<file path="src/rtl/pe_depkt_pkg.sv">
// Shared types, marker codes and packet field offsets for the
// PE-side depacketizer.
package pe_depkt_pkg;

  typedef enum logic [1:0] {
    ST_IDLE,
    ST_LOAD,
    ST_START,
    ST_DONE
  } state_e;

  localparam logic [2:0] MEM_SRC_DEF  = 3'b100;
  localparam logic [2:0] DONE_SRC_DEF = 3'b011;
  localparam logic [7:0] DONE_MARK    = 8'hFF;

  // Layout from LSB: ifmap entries, filter entries, src, dst.
  function automatic int ifmap_lsb();
    return 0;
  endfunction

  function automatic int filt_lsb(
    input int i,
    input int n_ifmap,
    input int ifmap_w,
    input int filt_w
  );
    return ifmap_lsb() + n_ifmap * ifmap_w + i * filt_w;
  endfunction

  function automatic int src_lsb(
    input int n_ifmap,
    input int ifmap_w,
    input int n_filt,
    input int filt_w
  );
    return filt_lsb(n_filt, n_ifmap, ifmap_w, filt_w);
  endfunction

  function automatic int dst_lsb(
    input int n_ifmap,
    input int ifmap_w,
    input int n_filt,
    input int filt_w,
    input int src_w
  );
    return src_lsb(n_ifmap, ifmap_w, n_filt, filt_w) + src_w;
  endfunction

endpackage

</file>
<file path="src/rtl/pe_depkt_skid.sv">
// One-entry valid/ready buffer in front of the depacketizer FSM;
// passes straight through while empty.
module pe_depkt_skid #(
  parameter int W = 8
) (
  input  logic         clk,
  input  logic         rst_n,
  input  logic         i_s_valid,
  output logic         o_s_ready,
  input  logic [W-1:0] i_s_data,
  output logic         o_m_valid,
  input  logic         i_m_ready,
  output logic [W-1:0] o_m_data
);

  logic         r_full;
  logic [W-1:0] r_data;

  always_ff @(posedge clk or negedge rst_n) begin
    if (!rst_n) begin
      r_full <= 1'b0;
      r_data <= '0;
    end else if (r_full) begin
      if (i_m_ready) r_full <= 1'b0;
    end else if (i_s_valid && !i_m_ready) begin
      r_full <= 1'b1;
      r_data <= i_s_data;
    end
  end

  assign o_s_ready = !r_full;
  assign o_m_valid = r_full || i_s_valid;
  assign o_m_data  = r_full ? r_data : i_s_data;

endmodule

</file>
<file path="src/rtl/pe_depacketizer_sync.sv">
// PE-side NoC depacketizer: header decode, scratchpad streaming,
// start/done handshakes. PE_DEPKT_SKID_EN adds a one-entry input buffer.
module pe_depacketizer_sync
  import pe_depkt_pkg::*;
#(
  parameter int N_IFMAP = 5,
  parameter int IFMAP_W = 1,
  parameter int N_FILT  = 3,
  parameter int FILT_W  = 8,
  parameter int SRC_W   = 3,
  parameter int DST_W   = 3,
  parameter logic [DST_W-1:0] PE_ADDR  = '0,
  parameter logic [SRC_W-1:0] MEM_SRC  = SRC_W'(MEM_SRC_DEF),
  parameter logic [SRC_W-1:0] DONE_SRC = SRC_W'(DONE_SRC_DEF),
  parameter bit DONE_FWD = 1'b0,
  parameter int WIDTH_PACKET =
    DST_W + SRC_W + N_FILT * FILT_W + N_IFMAP * IFMAP_W
) (
  input  logic                       clk,
  input  logic                       rst_n,
  input  logic                       pkt_valid,
  output logic                       pkt_ready,
  input  logic [WIDTH_PACKET-1:0]    pkt_data,
  output logic                       ifmap_we,
  output logic [$clog2(N_IFMAP)-1:0] ifmap_waddr,
  output logic [IFMAP_W-1:0]         ifmap_wdata,
  output logic                       filt_we,
  output logic [$clog2(N_FILT)-1:0]  filt_waddr,
  output logic [FILT_W-1:0]          filt_wdata,
  input  logic                       filt_reload,
  output logic                       filt_loaded,
  output logic                       start_valid,
  input  logic                       start_ready,
  output logic                       done_valid,
  input  logic                       done_ready
);

  localparam int LMAX = (N_IFMAP > N_FILT) ? N_IFMAP : N_FILT;
  localparam int CW   = $clog2(LMAX + 1);
  localparam int IAW  = $clog2(N_IFMAP);
  localparam int FAW  = $clog2(N_FILT);
  localparam int IFM_LSB = ifmap_lsb();
  localparam int SRC_LSB =
    src_lsb(N_IFMAP, IFMAP_W, N_FILT, FILT_W);
  localparam int PW = SRC_LSB;

  state_e r_state;
  state_e w_state_nx;

  logic [PW-1:0] r_pkt;
  logic [CW-1:0] r_k;
  logic [CW-1:0] w_k_nx;
  logic          r_filt_wr;
  logic          r_filt_loaded;
  logic          r_rl_seen;

  logic                    w_in_valid;
  logic                    w_in_ready;
  logic [WIDTH_PACKET-1:0] w_in_data;
  logic                    w_accept;
  logic [SRC_W-1:0]        w_src;
  logic                    w_is_done;
  logic                    w_is_mem;
  logic                    w_wr_filt;
  logic                    w_last;

`ifdef PE_DEPKT_SKID_EN
  pe_depkt_skid #(
    .W(WIDTH_PACKET)
  ) u_skid (
    .clk       (clk),
    .rst_n     (rst_n),
    .i_s_valid (pkt_valid),
    .o_s_ready (pkt_ready),
    .i_s_data  (pkt_data),
    .o_m_valid (w_in_valid),
    .i_m_ready (w_in_ready),
    .o_m_data  (w_in_data)
  );
`else
  assign w_in_valid = pkt_valid;
  assign w_in_data  = pkt_data;
  assign pkt_ready  = w_in_ready;
`endif

  // With the buffer, the next packet launches on the closing handshake.
  always_comb begin
    w_in_ready = (r_state == ST_IDLE);
`ifdef PE_DEPKT_SKID_EN
    if (r_state == ST_START && start_ready) w_in_ready = 1'b1;
    if (r_state == ST_DONE && done_ready)   w_in_ready = 1'b1;
`endif
  end

  assign w_accept  = w_in_valid && w_in_ready;
  assign w_src     = w_in_data[SRC_LSB +: SRC_W];
  assign w_is_done = DONE_FWD && (w_src == DONE_SRC) &&
                     (w_in_data[7:0] == DONE_MARK);
  assign w_is_mem  = (w_src == MEM_SRC);
  assign w_wr_filt = w_is_mem && (!r_filt_loaded || filt_reload);
  assign w_last    = (r_k == (r_filt_wr ? CW'(LMAX - 1)
                                        : CW'(N_IFMAP - 1)));

  always_comb begin
    w_state_nx = r_state;
    w_k_nx     = r_k;
    unique case (r_state)
      ST_IDLE: w_state_nx = ST_IDLE;
      ST_LOAD: begin
        if (w_last) begin
          w_state_nx = ST_START;
          w_k_nx     = '0;
        end else begin
          w_k_nx = r_k + CW'(1);
        end
      end
      ST_START: if (start_ready) w_state_nx = ST_IDLE;
      ST_DONE:  if (done_ready)  w_state_nx = ST_IDLE;
      default:  w_state_nx = ST_IDLE;
    endcase
    if (w_accept) begin
      w_state_nx = w_is_done ? ST_DONE : ST_LOAD;
      w_k_nx     = '0;
    end
  end

  always_ff @(posedge clk or negedge rst_n) begin
    if (!rst_n) begin
      r_state       <= ST_IDLE;
      r_k           <= '0;
      r_pkt         <= '0;
      r_filt_wr     <= 1'b0;
      r_filt_loaded <= 1'b0;
      r_rl_seen     <= 1'b0;
    end else begin
      r_state <= w_state_nx;
      r_k     <= w_k_nx;
      if (w_accept) begin
        r_pkt     <= w_in_data[PW-1:0];
        r_filt_wr <= w_wr_filt && !w_is_done;
        r_rl_seen <= 1'b0;
      end else if (filt_reload) begin
        r_rl_seen <= 1'b1;
      end
      // A reload seen mid-LOAD must survive this packet's completion.
      if (filt_reload) begin
        r_filt_loaded <= 1'b0;
      end else if (r_state == ST_LOAD && w_last &&
                   r_filt_wr && !r_rl_seen) begin
        r_filt_loaded <= 1'b1;
      end
    end
  end

  always_comb begin
    ifmap_we    = 1'b0;
    ifmap_waddr = '0;
    ifmap_wdata = '0;
    filt_we     = 1'b0;
    filt_waddr  = '0;
    filt_wdata  = '0;
    if (r_state == ST_LOAD) begin
      for (int i = 0; i < N_IFMAP; i++) begin
        if (r_k == CW'(i)) begin
          ifmap_we    = 1'b1;
          ifmap_waddr = IAW'(i);
          ifmap_wdata = r_pkt[IFM_LSB + i * IFMAP_W +: IFMAP_W];
        end
      end
      for (int i = 0; i < N_FILT; i++) begin
        if (r_filt_wr && r_k == CW'(i)) begin
          filt_we    = 1'b1;
          filt_waddr = FAW'(i);
          filt_wdata =
            r_pkt[filt_lsb(i, N_IFMAP, IFMAP_W, FILT_W) +: FILT_W];
        end
      end
    end
  end

  assign start_valid = (r_state == ST_START);
  assign done_valid  = (r_state == ST_DONE);
  assign filt_loaded = r_filt_loaded;

endmodule
</file>
<file path="config.mk">
export PLATFORM = sky130hd
export DESIGN_NAME = pe_depacketizer_sync
export DESIGN_NICKNAME = d
export VERILOG_FILES = /design/src/rtl/pe_depkt_pkg.sv /design/src/rtl/pe_depkt_skid.sv /design/src/rtl/pe_depacketizer_sync.sv
export SDC_FILE = /design/constraint.sdc
export NUM_CORES = 1
export LEC_CHECK = 0
export BUFFER_PORTS_ARGS = -buffer_cell sky130_fd_sc_hd__buf_2
export CORE_MARGIN = 10
export CORE_UTILIZATION = 45
export CTS_BUF_LIST = sky130_fd_sc_hd__clkbuf_4 sky130_fd_sc_hd__clkbuf_8 sky130_fd_sc_hd__clkbuf_16
export CTS_CLUSTER_DIAMETER = 50
export DETAILED_ROUTE_END_ITERATION = 8
export PLACE_DENSITY = 0.86
export SETUP_SLACK_MARGIN = 0.4
export SLEW_MARGIN = 20
export SYNTH_ARGS = -nofsm -noshare
export SYNTH_HDL_FRONTEND = slang
export SYNTH_SLANG_ARGS = --single-unit
</file>
<file path="constraint.sdc">
create_clock -name clk -period 1.78 [get_ports clk]
set_clock_uncertainty 0.05 [all_clocks]
set_input_delay 0.445 -clock clk [delete_from_list [all_inputs] [get_ports clk]]
set_output_delay 0.445 -clock clk [all_outputs]
set_load 0.03 [all_outputs]
</file>
==> metrics.txt <==
vias=2,042; origin of the critical flop-to-flop path=r_state[0]; Cell Area, Synth=approximately 1900 um^2; Relative slew margins=about four fifths; Layout area overhead=77.62%; Synth Area in Compound Gates=roughly an eighth; Worst-path clk slew=0.07 ns; clock sinks=37; drt first pass iters=4; Worst Path Required=1.28 ns; sequential-to-total area share from yosys stat=around half; vias per cell=about 5.6; Critical Path Start Type=flip-flop; Top FF cell, synth=dfrtp_1; dpl hpwl=about 4 mm; Crit Path Max Fanout=5; Final period util=132.8%; Core Box Area=around 4000 um^2; placer congestion estimate=0.8040; failing checks=setup timing; DRT Wirelength=about 7.7 mm; area leader, netlist=dfrtp_1; layout net count=roughly 360; synth warn=0; # diodes=0; first-pass GRT wire length=approximately 11 mm; Root Buffer=clkbuf_8; worst reg-to-reg setup slack=roughly 0.15 ns; unrepaired setup endpoints after global routing=true; CP arrival=about 1.9 ns; final non-filler cell area=between 3000 and 4000 um^2; number of enable flip-flop cells after synthesis=0; Area after DPL=2505 um^2; Worst Slack Setup Final=-0.5830 ns; pre-CTS setup slack=-0.3188 ns; Post-DRT Antenna Nets=0; Min-Delay Path Depth=2; syn avg cell area=approximately 8.4 um^2; CP Class=reg -> out; GRT Residual Overflow=0; share of cells above drive strength 1=between 60 and 70%; multi-input logic area=1335 um^2; main combinational cell family by area after synthesis=simple AND/OR/NAND/NOR gates; worst slew pin tran=0.3170 ns; Initial DRC Count=between 150 and 200; RR Endpoint=r_pkt[27]; met3 Usage GRT=just over 6%; hold crit path type=in -> reg; setup tns final=-7.675 ns; Final Hold Slack=between 0.2 and 0.3 ns; Buffers on Ports=between 50 and 60; initial antenna violation count=0; mux share of post-synthesis cell area=less than 1%; post-synth cell types=33; PD cells=between 1500 and 2000 nW/um^2; All-Layer GR Usage=~20%; vias in the first global route=between 2,000 and 2,500; worst reg2reg path depth=7; Die Ht=~85 um; Crit. End Element=output port; Initial Utilization=roughly 47%; die footprint=roughly 7100 um^2; CTS tree=yes; Synth Area in Adders=about 3.3%; #FFs+latches synth=37; Max VDD drop=~1100 uV; clock latency on the worst-skew pair=~0.30 ns; Fill cells=around 190; worst hold start=filt_reload; Synth area leaders=dfrtp_1 (49%), nand2_1 (21%), o221a_1 (3.6%); Pleak=approximately 1.7 nW; Max Cap Viol=0; fmax=423.2 MHz; global route hottest layer=met2; H-tree depth=2; final setup violation count=18; Post-synth ARST share=100.0%; largest net degree at the start of global routing=18; grt met2 use=between 30% and 40%; status=finished, violations left; Hold Path Sink=filt_loaded; cell count after synthesis=~220; post-synth top area share=between 40% and 50%; Hold Vio Cnt, Final=0; Num CTS Buffers=5; Sequential Area=roughly 930 um^2; DRC violations left=0; syn nets=270; post-synthesis simple-gate area fraction=between 20 and 30%; Critical Path Start=r_k[0]; CTS max path bufs=2; I/O pin count=61; # rows=23; total power=between 6 and 7 mW; DR WL/cell=~21 um; minimum clock period=roughly 2.4 ns; Post-Synth XOR/XNOR Area=0%; max-slew violations=0; Die X=84.52 um; met1 usage=around a fifth
## where the power goes
group | switching [mW] | leakage, nW | total [mW] | internal, mW
Combinational | 2.13 | 1.17 | 3.93 | 1.80
Clock | 0.326 | 0.0543 | 0.745 | 0.419
Sequential | 0.355 | 0.458 | 1.59 | 1.23
Total | 2.81 | 1.68 | 6.26 | 3.45
## cell families (layout without fill, tap and decap cells)
| kind of cell | Yosys count | in the layout |
|---|---|---|
| simple gates | 127 | 127 |
| flops | 37 | 37 |
| buf+inv | 22 | 115 |
| mux | 1 | 1 |
| fa+ha+maj | 5 | 5 |
| compound gates | 32 | 32 |
## cells in the mapped netlist (2+ instances only)
master,count
nand2_1,103
dfrtp_1,37
o21ai_0,11
inv_1,8
nor2_1,7
buf_2,6
clkbuf_1,6
o221a_1,6
ha_1,5
nand3_1,4
a21oi_1,2
a22o_1,2
and2_1,2
buf_6,2
nand2b_1,2
nor2b_1,2
nor3_1,2
o21ai_1,2
## layout make-up
cell class | count | share of cell area (%)
clock buffers | 5 | 2.068
inverters | 8 | 0.9778
well taps | 50 | 1.880
multi-input cells | 165 | 40.13
clock inverters | 3 | 1.392
repair buffers | 99 | 25.65
flip-flops and latches | 37 | 27.91
## repair_timing
action	in CTS	in global routing
endpoints found under the hold margin	8	0
setup endpoints to repair	57	56
hold buffers	1	0
cloned	5	0
buffers inserted	8	3
pin swaps	6	5
resized for setup	90	61
## how the worst max path moves through the flow
stage	to	slack, ns	cells past startpoint
final	ifmap_we	-0.58	8
after global routing	ifmap_we	-0.65	8
after CTS	ifmap_wdata	-0.50	7
after detailed placement	filt_wdata[5]	-0.32	7
after global placement	ifmap_wdata	-0.25	7
after floorplan	ifmap_wdata	-0.09	6
## registers in the layout, indices dropped and copies added, names as in the netlist
register / cells
r_k: 3
r_pkt: 29
r_state: 2
filt_loaded: 1
r_rl_seen: 1
r_filt_wr: 1
## critical path: stages (launching register included)
cell     delay, ns
dfrtp_2       0.45
inv_4         0.10
ha_4          0.20
buf_4         0.14
nor2_1        0.05
nor2_1        0.26
nor3_4        0.07
nor2_2        0.14
buf_6         0.15
## cells in the final DEF, fill, tap and decap left out, types with 2 or more instances in the layout
master,n
o21ai_2,6
buf_6,18
nand3_1,2
nand2_4,16
o21ai_1,5
nand2_2,26
nor2b_4,2
nor2_1,3
buf_12,6
buf_2,38
clkbuf_8,5
dfrtp_2,2
inv_1,6
nor2_4,4
nand2b_4,2
o21ai_4,2
nand2_1,61
dfrtp_1,35
a22o_1,2
and2_4,2
buf_16,3
o221a_4,6
buf_4,32
ha_4,3
## routing by layer
metal,part of all wire [%],vias to the layer above
met1,36,958
met2,50,127
met3,8.8,38
met4,5.3,0
met5,0,-
li1,-,919
## stage by stage
stage / cells / utilization, %
5_1_grt: 367 / 83.17
3_3_place_gp: 342 / 62.62
6_report: 367 / 83.17
3_5_place_dp: 342 / 62.62
4_1_cts: 364 / 77.07
2_1_floorplan: 224 / -
(Power assumes the default switching activity.)
